$ cat src/rtl/arb4_pkg.sv
// Shared types and constants for the four-way grant controller.
package arb4_pkg;

    localparam int NREQ       = 4;
    localparam int MODE_FIXED = 0;
    localparam int MODE_RR    = 1;

    typedef enum logic [1:0] {
        IDLE,
        GRANT,
        RELEASE
    } state_e;

endpackage

$ cat src/rtl/rot_prio_enc4.sv
// Rotating 4-bit priority encoder: rotate, pick highest set bit,
// un-rotate the winning index.
module rot_prio_enc4
    import arb4_pkg::*;
(
    input  logic [NREQ-1:0] d,
    input  logic [1:0]      rot,
    output logic [1:0]      out,
    output logic            valid
);

    logic [NREQ-1:0] r;
    logic [1:0]      p;
    logic [1:0]      idx;

    // Rotated bit 3 holds d[rot-1], so the search starts just below rot.
    always_comb begin
        r   = '0;
        idx = '0;
        for (int j = 0; j < NREQ; j++) begin
            idx  = 2'(j) + rot;
            r[j] = d[idx];
        end
    end

    always_comb begin
        p = 2'd0;
        priority case (1'b1)
            r[3]:    p = 2'd3;
            r[2]:    p = 2'd2;
            r[1]:    p = 2'd1;
            r[0]:    p = 2'd0;
            default: p = 2'd0;
        endcase
    end

    assign out   = p + rot;
    assign valid = |d;

endmodule

$ cat src/rtl/arb4_grant_ctrl.sv
// Four-requester arbiter with hold timeout and a dead cycle
// between owners.
module arb4_grant_ctrl
    import arb4_pkg::*;
#(
    parameter int MODE     = 1,
    parameter int MAX_HOLD = 16
) (
    input  logic            clk,
    input  logic            rst,
    input  logic [NREQ-1:0] req,
    output logic [NREQ-1:0] gnt,
    output logic [1:0]      gnt_id,
    output logic            busy,
    output logic            preempt
);

    localparam logic [7:0] HOLD_LAST = 8'(MAX_HOLD - 1);

    state_e          state_q, state_d;
    logic [1:0]      owner_q, owner_d;
    logic [1:0]      last_q, last_d;
    logic [7:0]      hold_cnt_q, hold_cnt_d;
    logic [NREQ-1:0] gnt_q, gnt_d;
    logic [1:0]      gnt_id_q, gnt_id_d;
    logic            preempt_q, preempt_d;

    logic [1:0] rot;
    logic [1:0] enc_out;
    logic       enc_valid;

    assign rot = (MODE == MODE_RR) ? last_q : 2'd0;

    rot_prio_enc4 u_enc (
        .d     (req),
        .rot   (rot),
        .out   (enc_out),
        .valid (enc_valid)
    );

    always_comb begin
        state_d    = state_q;
        owner_d    = owner_q;
        last_d     = last_q;
        hold_cnt_d = hold_cnt_q;
        gnt_d      = '0;
        gnt_id_d   = '0;
        preempt_d  = 1'b0;
        unique case (state_q)
            IDLE, RELEASE: begin
                if (enc_valid) begin
                    state_d    = GRANT;
                    owner_d    = enc_out;
                    hold_cnt_d = '0;
                    gnt_d      = 4'b0001 << enc_out;
                    gnt_id_d   = enc_out;
                end else begin
                    state_d = IDLE;
                end
            end
            GRANT: begin
                if (hold_cnt_q != 8'hFF) begin
                    hold_cnt_d = hold_cnt_q + 8'd1;
                end
                // An owner dropping on its last cycle is a normal release.
                if (!req[owner_q]) begin
                    state_d = RELEASE;
                    last_d  = owner_q;
                end else if (hold_cnt_q == HOLD_LAST) begin
                    state_d   = RELEASE;
                    last_d    = owner_q;
                    preempt_d = 1'b1;
                end else begin
                    gnt_d    = gnt_q;
                    gnt_id_d = owner_q;
                end
            end
            default: state_d = IDLE;
        endcase
    end

    always_ff @(posedge clk) begin
        if (rst) begin
            state_q    <= IDLE;
            owner_q    <= '0;
            last_q     <= '0;
            hold_cnt_q <= '0;
            gnt_q      <= '0;
            gnt_id_q   <= '0;
            preempt_q  <= 1'b0;
        end else begin
            state_q    <= state_d;
            owner_q    <= owner_d;
            last_q     <= last_d;
            hold_cnt_q <= hold_cnt_d;
            gnt_q      <= gnt_d;
            gnt_id_q   <= gnt_id_d;
            preempt_q  <= preempt_d;
        end
    end

    assign gnt     = gnt_q;
    assign gnt_id  = gnt_id_q;
    assign busy    = |gnt_q;
    assign preempt = preempt_q;

endmodule

$ cat config.mk
export PLATFORM = sky130hd
export DESIGN_NAME = arb4_grant_ctrl
export DESIGN_NICKNAME = d
export VERILOG_FILES = /design/src/rtl/arb4_pkg.sv /design/src/rtl/rot_prio_enc4.sv /design/src/rtl/arb4_grant_ctrl.sv
export SDC_FILE = /design/constraint.sdc
export NUM_CORES = 1
export LEC_CHECK = 0
export ABC_AREA = 1
export CAP_MARGIN = 15
export CORE_ASPECT_RATIO = 1.75
export CORE_MARGIN = 1
export CORE_UTILIZATION = 35
export CTS_BUF_LIST = sky130_fd_sc_hd__clkbuf_8
export DETAILED_ROUTE_END_ITERATION = 10
export PLACE_DENSITY = 0.54
export REMOVE_ABC_BUFFERS = 1
export SYNTH_ARGS = -nofsm -noshare
export SYNTH_HDL_FRONTEND = slang
export SYNTH_SLANG_ARGS = --single-unit
export TNS_END_PERCENT = 50
$ cat constraint.sdc
create_clock -name clk -period 1.7 [get_ports clk]
set_input_delay 0.51 -clock clk [delete_from_list [all_inputs] [get_ports clk]]
set_output_delay 0.51 -clock clk [all_outputs]
set_load 0.01 [all_outputs]
[Word-level counts from Yosys, hierarchy flattened]
Cells that the tools add are included.
Word-level totals
  register bits after elaboration: 21
  bits in latches: 0
  word-level logic and storage cells: 65
  input port bits: 6
  output and inout port bits: 8
  memories: 0
  bits in read-only memories: 0
  memory bits (writable): 0
Operators by class
  bitwise logic cells: 2
  add/sub/neg operators: 5
  div/mod/pow operators: 0
  $lt $le $gt $ge: 4
  muxes and demuxes: 29
  shift operators: 1
  reduce and logical (&&, ||, !) cells: 9
  multiply operators: 0
  eq/ne operators: 8
Operator list (count)
  $mux W2: 9
  $mux W8: 2
  $pmux W8 S2: 1
  $lt A2 B3 Y1 const B: 4
  $mux W4: 3
  $add A8 B1 Y8 const B: 1
  $bmux W1 S2: 4
  $eq A8 B4 Y1 const B: 1
  $ne A8 B8 Y1 const B: 1
  $pmux W2 S2: 2
  $pmux W4 S2: 1
  $reduce_or A4 Y1: 2
  $mux W1: 7
  $add A2 B2 Y2 const A: 2
  $ne A2 B2 Y1 const B: 2
  $reduce_and A2 Y1: 2
  $shl A1 B2 Y4 const A: 1
  $ne A3 B3 Y1 const B: 1
  $reduce_and A3 Y1: 1
  $reduce_or A3 Y1: 1
  $add A1 B2 Y2 const A: 1
  $add A2 B2 Y2: 1
  $eq A2 B1 Y1 const B: 1
  $eq A2 B2 Y1 const B: 1
  other kinds (5): 6

[Depth between registers and ports, before layout]
  depth in word-level cells: 10
  mapped depth: 16
  depth with buffers taken out: 15

[Cells and area by module]
A second synthesis with hierarchy kept.
Unflattened totals
  cell total of the unflattened synthesis: 190
  area, all modules: 1283.7 um2
By module, submodules not included
  arb4_grant_ctrl: area each 1106.1 um2, cells an instance 150, seq. area each 420.4 um2, instances 1
  rot_prio_enc4: area each 177.7 um2, cells an instance 40, seq. area each 0.0 um2, instances 1

[Worst setup path after synthesis]
OpenSTA, ideal clock, no wires.
  kind: input to register
  start point: input req[0]
  end point: register gnt_q[1], in the netlist gnt[1]
  setup time: 0.132 ns
  data required time: 1.568 ns
  path slack: -0.080 ns
  stages on the path: 13
  data arrival time: 1.648 ns
  path buffers: 0
  cells stage by stage: inv_1 nand2_1 nand2_1 nand2_1 a21oi_1 a21oi_1 ha_1 xnor2_1 inv_1 nand2_2 nand2_2 nand2_1 a21oi_2
Between the ends
  word-level cells in the longest chain between the ends: 9
  elaborated cells on any way between the ends: 18
  classes of those cells: 1 x add/sub; 1 x eq/ne; 1 x shift; 14 x mux; 1 x reduce/logical
RTL lines
  start: declaration: line arb4_grant_ctrl.sv:11  | input logic [NREQ-1:0] req,
  $bmux W1 S2: line rot_prio_enc4.sv:22  | r[j] = d[idx];
  $mux W1 (implied by the code): line rot_prio_enc4.sv:22
  $mux W1: line rot_prio_enc4.sv:28  | priority case (1'b1)
  $mux W2 (2 in a row): line rot_prio_enc4.sv:28
  $add A2 B2 Y2: line rot_prio_enc4.sv:37  | assign out = p + rot;
  $shl A1 B2 Y4: line arb4_grant_ctrl.sv:55  | gnt_d = 4'b0001 << enc_out;
  $mux W4: line arb4_grant_ctrl.sv:51  | if (enc_valid) begin
  $pmux W4 S2: line arb4_grant_ctrl.sv:49  | unique case (state_q)
  end signal: assignment: line arb4_grant_ctrl.sv:96  | gnt_q <= gnt_d;
  end: declaration: line arb4_grant_ctrl.sv:24  | logic [NREQ-1:0] gnt_q, gnt_d;
Parallel ways exist; a longest one is shown, timed or not. The select of a mux whose other input is x is not followed.
A chain may end at the register's enable or synchronous reset.

[Final worst setup path]
  start point: register gnt_q[2], in the netlist gnt[2]
  end point: output busy
Between the ends
  word-level cells in the longest chain between the ends: 1
RTL lines
  $reduce_or A4 Y1: line arb4_grant_ctrl.sv:104  | assign busy = |gnt_q;
  end: declaration: line arb4_grant_ctrl.sv:14  | output logic busy,
Every way passes these cells.

==> flow_summary.json <==
{
  "run_status": "finished, violations left",
  "violations": "negative setup slack",
  "path_clk_slew_ns": 0.08,
  "first_pass_iters": 4,
  "cp_cell_sequence": "or4_1 -> buf_2",
  "wl_mm": 3.25,
  "via_count": 1332,
  "grt_first_pass_wirelength_mm": 5.36,
  "vdd_drop_max_mv": 0.512,
  "yosysSeqAreaShare_pct": 33.9,
  "critPathMaxFanout": 2,
  "dp_hpwl_mm": 2.38,
  "syn_inst": 182,
  "post-route-util_pct": 54.2,
  "nets": 247,
  "die_w_um": 47.0,
  "worstSetupPathType": "reg -> out",
  "core_area_mm2": 0.00340,
  "pin_count": 14,
  "row_count": 28,
  "critical_path.max_stage_delay_ns": 0.50,
  "dp.cells": 259,
  "fillers": 344,
  "syn_area_per_cell_um2": 6.82,
  "cts_root_buf": "clkbuf_8",
  "switching_share_pct": 36.3,
  "hold_path.class": "reg -> reg",
  "cts_made_buffers": 3,
  "power_frac_seq_pct": 33.9,
  "grt_max_degree": 13,
  "htreeDepth": 1,
  "routed_via_density": 4.71,
  "critPathRequiredTime_ns": 1.19,
  "setup_slack_ns": -0.0415,
  "drc": 0,
  "critPathSlowestCell": "or4_1",
  "end_kind": "output pin",
  "die_area_mm2": 0.00380,
  "slew_headroom_pct": 79.1,
  "cts_hold_buf": 0,
  "antenna_found_initial": 0,
  "fin_worst_skew_ns": 0.00396,
  "drv_slew": 0,
  "drtAntennaViolNets": 0,
  "p_int_mw": 1.14,
  "gp_congestion": 0.803,
  "mostFrequentLayoutCells": "buf_4, nand2_1, nand2_2",
  "grt_util_all_layers_pct": 19.3,
  "worstMarginPinSlew_ns": 0.312,
  "fin_setup_tns_ns": -0.0415,
  "n_antenna_cell": 0,
  "cts_tree": "yes",
  "maxCapViolations": 0,
  "crit_arrival_ns": 1.23,
  "p_per_area_mw_per_mm2": 972,
  "clk_latency_ns": 0.27,
  "syn_to_final_growth_pct": 48.5,
  "drt_iter0_drc": 23,
  "clk_path_buf_depth": 2,
  "ys_ff_latch": 21,
  "post-route-period-util_pct": 102,
  "cp-start-kind": "flip-flop",
  "cts.sinks": 21,
  "yosys_warnings": 0,
  "setup_viol_count_final": 1,
  "path_delay_family": "simple AND/OR/NAND/NOR gates",
  "p_switching_uw": 651,
  "fin_cells": 283,
  "max_freq_ghz": 0.574,
  "syn_area_mm2": 0.00124,
  "cp_num_buf_inv": 1,
  "synthDistinctLibCells": 35,
  "port_buffers": 13,
  "clkPwrFrac_pct": 18.7,
  "gr-total-overflow": 0,
  "grt_pass1_vias": 1344,
  "layout_commonest_cell": "buf_4",
  "combPwrFrac_pct": 47.4,
  "avgRoutedWirePerCell_um": 11.5,
  "die_h_um": 80.8,
  "pre_cts_ws_ns": -0.684,
  "stdcell_area_mm2": 0.00184,
  "dpl_cell_area_mm2": 0.00157,
  "hold_violations": 0,
  "drive_gt1_share_pct": 47.5,
  "start_util_pct": 36.5,
  "rsz0062_at_grt": "yes",
  "layout_min_cycle_time_ns": 1.74,
  "leakagePower_nw": 0.858
}
[synthesized netlist by cell type, drive strengths merged]
cell type | instances | area share [%]
nand2 | 59 | 19
xor2 | 1 | 0.71
ha | 2 | 2.0
xnor2 | 1 | 0.71
a21oi | 15 | 7.6
or4 | 1 | 0.61
o21a | 1 | 0.61
nand4 | 4 | 3.7
nor2 | 25 | 9.2
nor3 | 2 | 1.2
a211oi | 1 | 0.61
clkbuf | 1 | 0.30
nand3 | 14 | 6.5
inv | 22 | 6.9
buf | 2 | 1.5
clkinv | 2 | 0.70
or2 | 1 | 0.50
nor4 | 1 | 0.50
nand3b | 1 | 0.91
o21ai | 4 | 1.6
o31ai | 1 | 0.61
dfxtp | 21 | 34
[stage by stage]
stage	hold WS, ns	total power, mW
final	0.494	1.79
after global routing	0.523	1.91
after CTS	0.500	1.75
after detailed placement	0.488	1.30
after global placement	0.472	1.30
after floorplan	0.458	0.992
[tightest hold or removal path: cells and delay by family (launching register included)]
| kind | cells | cell delay [ns] |
|---|---|---|
| DFF | 1 | 0.34 |
| and+or+nand+nor | 1 | 0.07 |
| AOI/OAI and AO/OA | 1 | 0.05 |
[flip-flops by register name (all words and copies together), names as in the netlist]
name and count:
hold_cnt_q 8, preempt 1, last_q 2, state_q 2, gnt_id 2, owner_q 2
gnt 4
[final timing paths]
| check | startpoint | to | slack [ns] | cells past startpoint |
|---|---|---|---|---|
| min reg2reg | hold_cnt_q[3] | hold_cnt_q[3] | 0.49 | 2 |
| max | gnt[2] | busy | -0.04 | 2 |
| min | hold_cnt_q[3] | hold_cnt_q[3] | 0.49 | 2 |
| max reg2reg | last_q[0] | gnt[1] | 0 | 13 |
[routing by layer]
metal / track usage [%] / share of wire [%]
met4: 6.86 / 1.3
met3: 2.00 / 1.2
met1: 17.4 / 37
met2: 39.6 / 60
met5: 0 / 0
[power by group through the flow]
stage                     Sequential, mW  Clock [mW]  Combinational [mW]
after floorplan                    0.625           0               0.367
after global placement             0.615           0               0.683
after detailed placement           0.616           0               0.688
after CTS                          0.607       0.346               0.800
after global routing               0.616       0.364               0.931
final                              0.608       0.335               0.849
[logic make-up (layout without fill, tap and decap cells)]
| kind of cell | after synthesis | count (layout) | share of synthesized area [%] |
|---|---|---|---|
| AOI/OAI and AO/OA | 22 | 22 | 11.0 |
| buffers and inverters | 27 | 83 | 9.37 |
| xor gates and xnor gates | 2 | 2 | 1.41 |
| and+or+nand+nor | 108 | 108 | 42.3 |
| adders and majority gates | 2 | 2 | 2.02 |
| DFF | 21 | 21 | 33.9 |
[repair_timing]
action                     4_1_cts  5_1_grt
setup endpoints to repair       22       19
pin swaps                       16       21
buffers inserted                16        4
gates resized for setup         43       16
[final cells by class]
cell class | count | area, um2 | area share [%]
clock buffer | 3 | 41.3 | 2.24
tap | 45 | 56.3 | 3.05
multi-input combinational | 134 | 800 | 43.4
inverter | 24 | 93.8 | 5.09
timing repair buffer | 55 | 419 | 22.7
clock inverter | 1 | 5.00 | 0.272
sequential | 21 | 428 | 23.2
(Power assumes the default switching activity.)
